===== config.mk =====
export PLATFORM = sky130hd
export DESIGN_NAME = uart_tx_fifo
export DESIGN_NICKNAME = d
export VERILOG_FILES = /design/src/rtl/uart_tx_fifo.sv
export SDC_FILE = /design/constraint.sdc
export NUM_CORES = 1
export LEC_CHECK = 0
export CAP_MARGIN = 15
export CORE_MARGIN = 5
export CORE_UTILIZATION = 50
export CTS_CLUSTER_DIAMETER = 40
export DETAILED_ROUTE_END_ITERATION = 7
export DONT_BUFFER_PORTS = 1
export MAX_ROUTING_LAYER = met4
export SYNTH_ARGS = -nofsm -noshare
export SYNTH_HDL_FRONTEND = slang
export SYNTH_SLANG_ARGS = --single-unit

===== constraint.sdc =====
create_clock -name clk -period 3.8 [get_ports clk]
set_clock_uncertainty 0.05 [all_clocks]
set_input_delay 0.76 -clock clk [delete_from_list [all_inputs] [get_ports clk]]
set_output_delay 0.76 -clock clk [all_outputs]
set_load 0.1 [all_outputs]

===== src/rtl/uart_tx_fifo.sv =====
// UART transmitter with runtime baud divisor, optional parity, 1/2 stop bits
// and a small write FIFO so queued words go out back-to-back.
module uart_tx_fifo #(
    parameter int unsigned DATA_WIDTH = 8,
    parameter int unsigned DIV_WIDTH  = 16,
    parameter int unsigned FIFO_AW    = 2
) (
    input  logic                  clk,
    input  logic                  rst,
    input  logic [DIV_WIDTH-1:0]  div,
    input  logic                  parity_en,
    input  logic                  parity_odd,
    input  logic                  two_stop,
    input  logic                  wr_en,
    input  logic [DATA_WIDTH-1:0] wr_data,
    output logic                  full,
    output logic                  overflow,
    output logic [FIFO_AW:0]      count,
    output logic                  busy,
    output logic                  tx
);

    localparam int unsigned DEPTH = 2 ** FIFO_AW;
    localparam int unsigned BIT_W = $clog2(DATA_WIDTH);
    localparam logic [FIFO_AW:0]     PTR_ONE  = {{FIFO_AW{1'b0}}, 1'b1};
    localparam logic [DIV_WIDTH-1:0] DIV_ONE  = {{(DIV_WIDTH-1){1'b0}}, 1'b1};
    localparam logic [BIT_W-1:0]     BIT_ONE  = {{(BIT_W-1){1'b0}}, 1'b1};
    localparam logic [BIT_W-1:0]     BIT_LAST = BIT_W'(DATA_WIDTH - 1);

    typedef enum logic [2:0] {
        S_IDLE,
        S_START,
        S_DATA,
        S_PARITY,
        S_STOP
    } state_e;

    logic [DATA_WIDTH-1:0] mem_q [DEPTH];
    logic [DATA_WIDTH-1:0] mem_d [DEPTH];
    logic [FIFO_AW:0]      wr_ptr_q, wr_ptr_d;
    logic [FIFO_AW:0]      rd_ptr_q, rd_ptr_d;
    logic [FIFO_AW:0]      count_d;
    logic                  overflow_q, overflow_d;

    state_e                state_q, state_d;
    logic [DIV_WIDTH-1:0]  timer_q, timer_d;
    logic [DIV_WIDTH-1:0]  div_q, div_d;
    logic                  parity_en_q, parity_en_d;
    logic                  two_stop_q, two_stop_d;
    logic                  par_q, par_d;
    logic [DATA_WIDTH-1:0] shift_q, shift_d;
    logic [BIT_W-1:0]      bit_idx_q, bit_idx_d;
    logic                  stop_cnt_q, stop_cnt_d;
    logic                  tx_q, tx_d;
    logic                  busy_q, busy_d;

    logic                  empty;
    logic                  full_w;
    logic                  push;
    logic                  pop;
    logic                  start_frame;
    logic                  tick;
    logic [DATA_WIDTH-1:0] head;

    assign empty  = (wr_ptr_q == rd_ptr_q);
    assign full_w = (wr_ptr_q[FIFO_AW] != rd_ptr_q[FIFO_AW]) &&
                    (wr_ptr_q[FIFO_AW-1:0] == rd_ptr_q[FIFO_AW-1:0]);
    assign push   = wr_en && !full_w;
    assign head   = mem_q[rd_ptr_q[FIFO_AW-1:0]];
    assign tick   = (timer_q == div_q);

    assign full     = full_w;
    assign overflow = overflow_q;
    assign count    = wr_ptr_q - rd_ptr_q;
    assign busy     = busy_q;
    assign tx       = tx_q;

    always_comb begin
        mem_d      = mem_q;
        wr_ptr_d   = wr_ptr_q;
        overflow_d = overflow_q || (wr_en && full_w);
        if (push) begin
            mem_d[wr_ptr_q[FIFO_AW-1:0]] = wr_data;
            wr_ptr_d = wr_ptr_q + PTR_ONE;
        end
        rd_ptr_d = pop ? (rd_ptr_q + PTR_ONE) : rd_ptr_q;
    end

    always_comb begin
        state_d     = state_q;
        timer_d     = tick ? '0 : (timer_q + DIV_ONE);
        div_d       = div_q;
        parity_en_d = parity_en_q;
        two_stop_d  = two_stop_q;
        par_d       = par_q;
        shift_d     = shift_q;
        bit_idx_d   = bit_idx_q;
        stop_cnt_d  = stop_cnt_q;
        start_frame = 1'b0;
        pop         = 1'b0;

        case (state_q)
            S_IDLE: begin
                timer_d = '0;
                if (!empty) start_frame = 1'b1;
            end
            S_START: begin
                if (tick) state_d = S_DATA;
            end
            S_DATA: begin
                if (tick) begin
                    shift_d   = shift_q >> 1;
                    bit_idx_d = bit_idx_q + BIT_ONE;
                    if (bit_idx_q == BIT_LAST) begin
                        state_d    = parity_en_q ? S_PARITY : S_STOP;
                        stop_cnt_d = 1'b0;
                    end
                end
            end
            S_PARITY: begin
                if (tick) begin
                    state_d    = S_STOP;
                    stop_cnt_d = 1'b0;
                end
            end
            S_STOP: begin
                if (tick) begin
                    if (two_stop_q && !stop_cnt_q) begin
                        stop_cnt_d = 1'b1;
                    end else if (!empty) begin
                        start_frame = 1'b1;
                    end else begin
                        state_d = S_IDLE;
                    end
                end
            end
            default: state_d = S_IDLE;
        endcase

        // Shared by IDLE and end-of-STOP so both paths latch config identically.
        if (start_frame) begin
            pop         = 1'b1;
            state_d     = S_START;
            timer_d     = '0;
            shift_d     = head;
            bit_idx_d   = '0;
            stop_cnt_d  = 1'b0;
            div_d       = div;
            parity_en_d = parity_en;
            two_stop_d  = two_stop;
            par_d       = (^head) ^ parity_odd;
        end
    end

    // tx is registered from the current state, so the line lags the FSM by one
    // cycle; busy gets the same one-cycle tail to cover the last stop cycle.
    always_comb begin
        count_d = wr_ptr_d - rd_ptr_d;
        busy_d  = (state_d != S_IDLE) || (count_d != '0) || (state_q != S_IDLE);
        case (state_q)
            S_START:  tx_d = 1'b0;
            S_DATA:   tx_d = shift_q[0];
            S_PARITY: tx_d = par_q;
            default:  tx_d = 1'b1;
        endcase
    end

    always_ff @(posedge clk or posedge rst) begin
        if (rst) begin
            for (int unsigned i = 0; i < DEPTH; i++) mem_q[i] <= '0;
            wr_ptr_q    <= '0;
            rd_ptr_q    <= '0;
            overflow_q  <= 1'b0;
            state_q     <= S_IDLE;
            timer_q     <= '0;
            div_q       <= '0;
            parity_en_q <= 1'b0;
            two_stop_q  <= 1'b0;
            par_q       <= 1'b0;
            shift_q     <= '0;
            bit_idx_q   <= '0;
            stop_cnt_q  <= 1'b0;
            tx_q        <= 1'b1;
            busy_q      <= 1'b0;
        end else begin
            mem_q       <= mem_d;
            wr_ptr_q    <= wr_ptr_d;
            rd_ptr_q    <= rd_ptr_d;
            overflow_q  <= overflow_d;
            state_q     <= state_d;
            timer_q     <= timer_d;
            div_q       <= div_d;
            parity_en_q <= parity_en_d;
            two_stop_q  <= two_stop_d;
            par_q       <= par_d;
            shift_q     <= shift_d;
            bit_idx_q   <= bit_idx_d;
            stop_cnt_q  <= stop_cnt_d;
            tx_q        <= tx_d;
            busy_q      <= busy_d;
        end
    end

endmodule

Yosys cells after proc, flatten, opt, wreduce, memory -nomap -nowiden
Index checks and enable logic that the tools add are counted.
W data, S select, Z words.
{"block": "totals", "ff_bits": 91, "latchBits": 0, "ram_bits": 0, "mem_bits_ro": 0, "mem_count": 0}
{"block": "classes", "add_sub_neg": 6, "n_mul": 0, "div_mod_pow": 0, "magnitude_cmp": 3, "n_eq_ne": 14, "shifts": 0, "n_mux": 40, "bitwise_logic": 3, "n_reduce_logical": 20}
{"cell": "$mux W16", "count": 3}
{"cell": "$mux W8", "count": 6}
{"cell": "$mux W3", "count": 14}
{"cell": "$bwmux W32", "count": 1}
{"cell": "$add A16 B1 Y16 const B", "count": 1}
{"cell": "$bmux W8 S2", "count": 1}
{"cell": "$demux W8 S2", "count": 1}
{"cell": "$eq A16 B16 Y1", "count": 1}
{"cell": "$ne A3 B3 Y1 const B", "count": 5}
{"cell": "$pmux W3 S5", "count": 1}
{"cell": "$mux W1", "count": 10}
{"cell": "$add A3 B1 Y3 const B", "count": 3}
{"cell": "$reduce_bool A3 Y1", "count": 3}
{"cell": "$reduce_xor A8 Y1", "count": 1}
{"cell": "$eq A3 B2 Y1 const B", "count": 2}
{"cell": "$eq A3 B3 Y1 const B", "count": 2}
{"cell": "$ge A3 B3 Y1 const B", "count": 2}
{"cell": "$not A2 Y3", "count": 2}
{"cell": "$pmux W1 S3", "count": 2}
{"cell": "$reduce_and A6 Y1", "count": 1}
{"cell": "$sub A3 B3 Y3", "count": 2}
{"cell": "$logic_and A1 B1 Y1", "count": 5}
{"cell": "$reduce_bool A2 Y1", "count": 2}
{"cell": "$reduce_bool A4 Y1", "count": 1}
{"cell": "11 further kinds", "count": 14}

Depth between registers and ports, before layout
{"block": "depth", "depth_word": 11, "depth_mapped": 15}

Worst setup path before layout
OpenSTA, ideal clock, no wires.
{"block": "synth_path", "path_kind": "register to register", "from": "reg rd_ptr_q[1]", "to": "reg busy_q (netlist: busy)", "setup_time_ns": 0.131, "arrival_time_ns": 3.775, "required_time_ns": 3.619, "setup_slack_ns": -0.157, "path_stages_with_launch": 14, "path_buffers": 2, "synth_period_minus_slack_ns": 3.957, "cell_sequence": "dfrtp_1 buf_2 inv_1 ha_1 nand2_1 nor2_1 nor2b_1 clkbuf_1 o21ai_0 ha_1 a21oi_1 xnor2_1 xnor2_1 or3_1"}
{"element": "start: declaration", "line": "41", "rtl": "logic [FIFO_AW:0] rd_ptr_q, rd_ptr_d;"}
{"element": "start signal: assignment", "line": "188", "rtl": "rd_ptr_q <= rd_ptr_d;"}
{"element": "$eq A2 B2 Y1", "line": "67", "rtl": "(wr_ptr_q[FIFO_AW-1:0] == rd_ptr_q[FIFO_AW-1:0]);"}
{"element": "$logic_and A1 B1 Y1", "line": "66", "rtl": "assign full_w = (wr_ptr_q[FIFO_AW] != rd_ptr_q[FIFO_AW]) &&"}
{"element": "named net full", "line": "16", "rtl": "output logic full,"}
{"element": "$logic_not A1 Y1", "line": "68", "rtl": "assign push = wr_en && !full_w;"}
{"element": "$logic_and A1 B1 Y1", "line": "68"}
{"element": "$mux W3", "line": "82", "rtl": "if (push) begin"}
{"element": "named net wr_ptr_d[1]", "line": "40", "rtl": "logic [FIFO_AW:0] wr_ptr_q, wr_ptr_d;"}
{"element": "$sub A3 B3 Y3", "line": "158", "rtl": "count_d = wr_ptr_d - rd_ptr_d;"}
{"element": "$reduce_bool A3 Y1", "line": "159", "rtl": "busy_d = (state_d != S_IDLE) || (count_d != '0) || (state_q != S_IDLE);"}
{"element": "$logic_or A1 B1 Y1 (2 in a row)", "line": "159"}
{"element": "named net busy_d", "line": "55", "rtl": "logic busy_q, busy_d;"}
{"element": "end signal: assignment", "line": "200", "rtl": "busy_q <= busy_d;"}
{"element": "end: declaration", "line": "55"}
The timed path passes the listed nets, and every way through them passes these cells.
A chain may end at the register's enable or synchronous reset.

Worst setup path after layout
{"block": "layout_path", "from": "reg timer_q[6]", "to": "reg busy_q (netlist: busy)"}
{"block": "layout_via", "elab_chain_len": 9}
{"element": "start: declaration", "line": "46", "rtl": "logic [DIV_WIDTH-1:0] timer_q, timer_d;"}
{"element": "start signal: assignment", "line": "191", "rtl": "timer_q <= timer_d;"}
{"element": "$eq A16 B16 Y1", "line": "70", "rtl": "assign tick = (timer_q == div_q);"}
{"element": "$mux W1", "line": "127", "rtl": "if (tick) begin"}
{"element": "$pmux W1 S2", "line": "102", "rtl": "case (state_q)"}
{"element": "$mux W1", "line": "141", "rtl": "if (start_frame) begin"}
{"element": "$mux W3", "line": "86", "rtl": "rd_ptr_d = pop ? (rd_ptr_q + PTR_ONE) : rd_ptr_q;"}
{"element": "named net rd_ptr_d[0]", "line": "41"}
{"element": "$sub A3 B3 Y3", "line": "158"}
{"element": "$reduce_bool A3 Y1", "line": "159"}
{"element": "$logic_or A1 B1 Y1 (2 in a row)", "line": "159"}
{"element": "named net busy_d", "line": "55"}
The timed path passes the listed nets, and every way through them passes these cells.

==> impl_metrics.yaml <==
outcome:
  run_status: "complete, no violations"
logic_synthesis:
  yosysTopAreaCellShare_pct: 50.0
  synth_edf_count: 0
  ys_ff_latch: 91
  avgSynthCellArea_sq_um: 12.9
  syn_inst: 349
  synth-seq-area-share_pct: 50.6
  syn-num-nets: 392
  synthTopCellsByArea: "dfrtp_1, mux2_2, xnor2_1, mux4_1, ha_1"
  syn_area_sq_um: 4500
  ys_warn_count: 0
  synth_flop_cell: "dfrtp_1"
  yosysTopAreaCell: "dfrtp_1"
  yosys.cell_types.count: 46
  async_reset_ff_share_pct: 100
final_layout:
  drive_above_1_share_pct: 24.9
  syn_to_final_growth_pct: 7.73
  final_net_count: 399
  num_antenna_cells: 0
  postLayoutCoreUtil_pct: 55.3
sta:
  setup_violations: 0
  report.final.slew_viol_count: 0
  max_slew_margin_pct: 40.3
  worst_pin_slew_ns: 0.895
  period_share_pct: 81.1
  tns_ns: 0
  final.min_clock_period_ns: 3.08
  finalHoldViolations: 0
  rsz0062_at_grt: "false"
  fmax_ghz: 0.324
flow_run:
  maxCapViolCount: 0
floorplanning:
  core_sq_um: 8760
  dieHeight_um: 105
  row_count: 34
  fp.dieArea_sq_um: 11000
  num_io_pins: 37
  start_util_pct: 51.4
  die_w_um: 105
power:
  p_leak_nw: 2.05
  sw_frac_of_total_pct: 40.2
  pwr-share-clk_pct: 16.1
  pwr-share-comb_pct: 47.4
  ir_worst_vdd_mv: 0.709
  p_seq_share_pct: 36.4
  power_density_nw_per_um2: 941
  p_int_mw: 2.73
  power.switching_mw: 1.83
cts:
  post_cts_buffers: 0
  clkSinkCount: 91
  ctsResizeCount: 0
  cts_made_buffers: 9
  clockBufferDepth: 2
  clk_latency_ns: 0.36
  cts_hold_buf: 0
  tritoncts: "yes"
  cts.clk_slew.worst_paths_ns: 0.09
  cts.root.buffer_cell: "clkbuf_8"
  cts_max_level: 3
grt:
  grt.total_usage_pct: 16.4
  antenna_found_initial: 0
  grt_pass1_wl_um: 14100
  grt_overflow: 0
  grt_max_degree: 38
  grt_pass1_vias: 2662
detailed_routing:
  post_drt_wl_per_cell_um: 17.3
  ant_nets: 0
  vias: 2571
  drtPass1Iterations: 4
  drtIter0Drc: 103
  drc: 0
  viasPerCell: 5.48
  wl_um: 8130
placed_design:
  port-buffer-count: 0
  gp_congestion: 0.768
  dpl.hpwl_um: 5820
critical_path:
  start_kind: "flop"
  arrival_ns: 3.27
  crit_required_ns: 3.99
  worstSetupPathType: "flop to flop"
  crit_fanout: 11
  cp-end-kind: "flop"
worst_hold_path:
  hold_path.class: "primary input to asynchronous set/reset pin"
sequential cells by signal (all words and copies together), names as in the netlist:
register / flops
div_q: 16
parity_en_q: 1
bit_idx_q: 3
busy: 1
par_q: 1
tx: 1
overflow: 1
wr_ptr_q: 3
mem_q: 32
two_stop_q: 1
rd_ptr_q: 3
timer_q: 16
stop_cnt_q: 1
state_q: 3
shift_q: 8
per-layer routing:
metal	share of wire [%]	global-route usage, %	vias up
met5	0	-	-
met4	0.98	4.66	0
met3	4.5	4.99	8
met2	44	22.2	46
met1	51	24.0	1276
li1	-	-	1241
placed cells by master, fill, tap and decap left out, types with 3 or more instances in the layout:
cell / count
a21oi_1: 7
a31o_2: 3
buf_4: 9
clkbuf_8: 9
dfrtp_1: 90
ha_1: 12
inv_1: 12
mux2_2: 50
mux2_4: 3
mux2i_1: 9
mux4_1: 8
nand2_1: 14
nand3_1: 7
nand4_1: 7
nor2_1: 19
nor2b_1: 3
nor3_1: 8
o21ai_0: 5
o2bb2ai_1: 3
xnor2_1: 34
xor2_1: 11
layout make-up:
class	instances	area, sq um
Tap cell	108	135
Sequential cell	91	2280
Clock buffer	10	128
Timing Repair Buffer	9	67.6
Multi-Input combinational cell	232	2090
Clock inverter	6	96.3
Fill cell	741	3920
Inverter	13	50.0
cell usage after synthesis, types with 2 or more instances:
cell type / instances
nor3_1: 8
ha_1: 12
nor3b_1: 2
a31o_2: 3
o21ai_0: 5
mux2i_1: 9
nand3_1: 7
inv_1: 13
nor2b_1: 3
o22ai_1: 2
xnor2_1: 35
nand2b_1: 2
buf_4: 2
nand2_1: 14
or3_1: 2
and2_1: 2
buf_2: 3
dfrtp_1: 90
nand4_1: 7
xor2_1: 11
a21oi_1: 7
mux2_2: 50
o2bb2ai_1: 3
nor2_1: 20
mux4_1: 8
buf_6: 4
mux2_4: 3
clkbuf_1: 4
final timing paths:
check                            start      endpoint  slack, ns  cells past startpoint
max                         timer_q[6]          busy       0.72                     13
min                                rst  bit_idx_q[0]       0.20                      1
max reg2reg                 timer_q[6]          busy       0.72                     13
min reg2reg                wr_ptr_q[2]   wr_ptr_q[2]       0.45                      1
max in group asynchronous          rst    stop_cnt_q       2.68                      2
min in group clk           wr_ptr_q[2]   wr_ptr_q[2]       0.45                      1
critical path, stage by stage (launching register included):
cell and delay, ns:
dfrtp_1 0.45, xnor2_1 0.16, nand4_1 0.19, nor4_4 0.31, buf_4 0.20, a21oi_2 0.17, nand2b_1 0.22, xnor2_1 0.23
ha_1 0.18, inv_1 0.04, a21oi_1 0.16, xnor2_1 0.09, xnor2_1 0.14, or3_1 0.34
power groups by stage:
stage	combinational [mW]	sequential, mW	clock, mW
floorplan	1.86	1.61	0
global placement	2.16	1.68	0
detailed placement	2.19	1.69	0
CTS	2.20	1.67	0.761
global route	2.35	1.72	0.803
finish	2.17	1.66	0.735
cell families (layout without fill, tap and decap cells):
logic type	Yosys count	in the layout	synth area share, %
AOI/OAI and AO/OA	27	27	4.11
xor gates and xnor gates	46	46	8.95
adders and majority gates	13	13	3.78
buffers and inverters	26	38	3.09
DFF	91	91	50.6
muxes	70	70	20.2
and+or+nand+nor	76	76	9.26
per-stage QoR:
stage          worst slack (ns)  hold slack (ns)  cell area, sq um  total power, mW  cells
6_report                  0.717            0.204              4850             4.56    469
5_1_grt                   0.492            0.224              4850             4.87    469
4_1_cts                   0.694            0.202              4850             4.63    469
3_5_place_dp              0.751            0.434              4620             3.87    453
3_3_place_gp              0.749            0.426              4620             3.84    453
2_1_floorplan             0.344            0.405              4500             3.47    349
(Power assumes the default switching activity.)
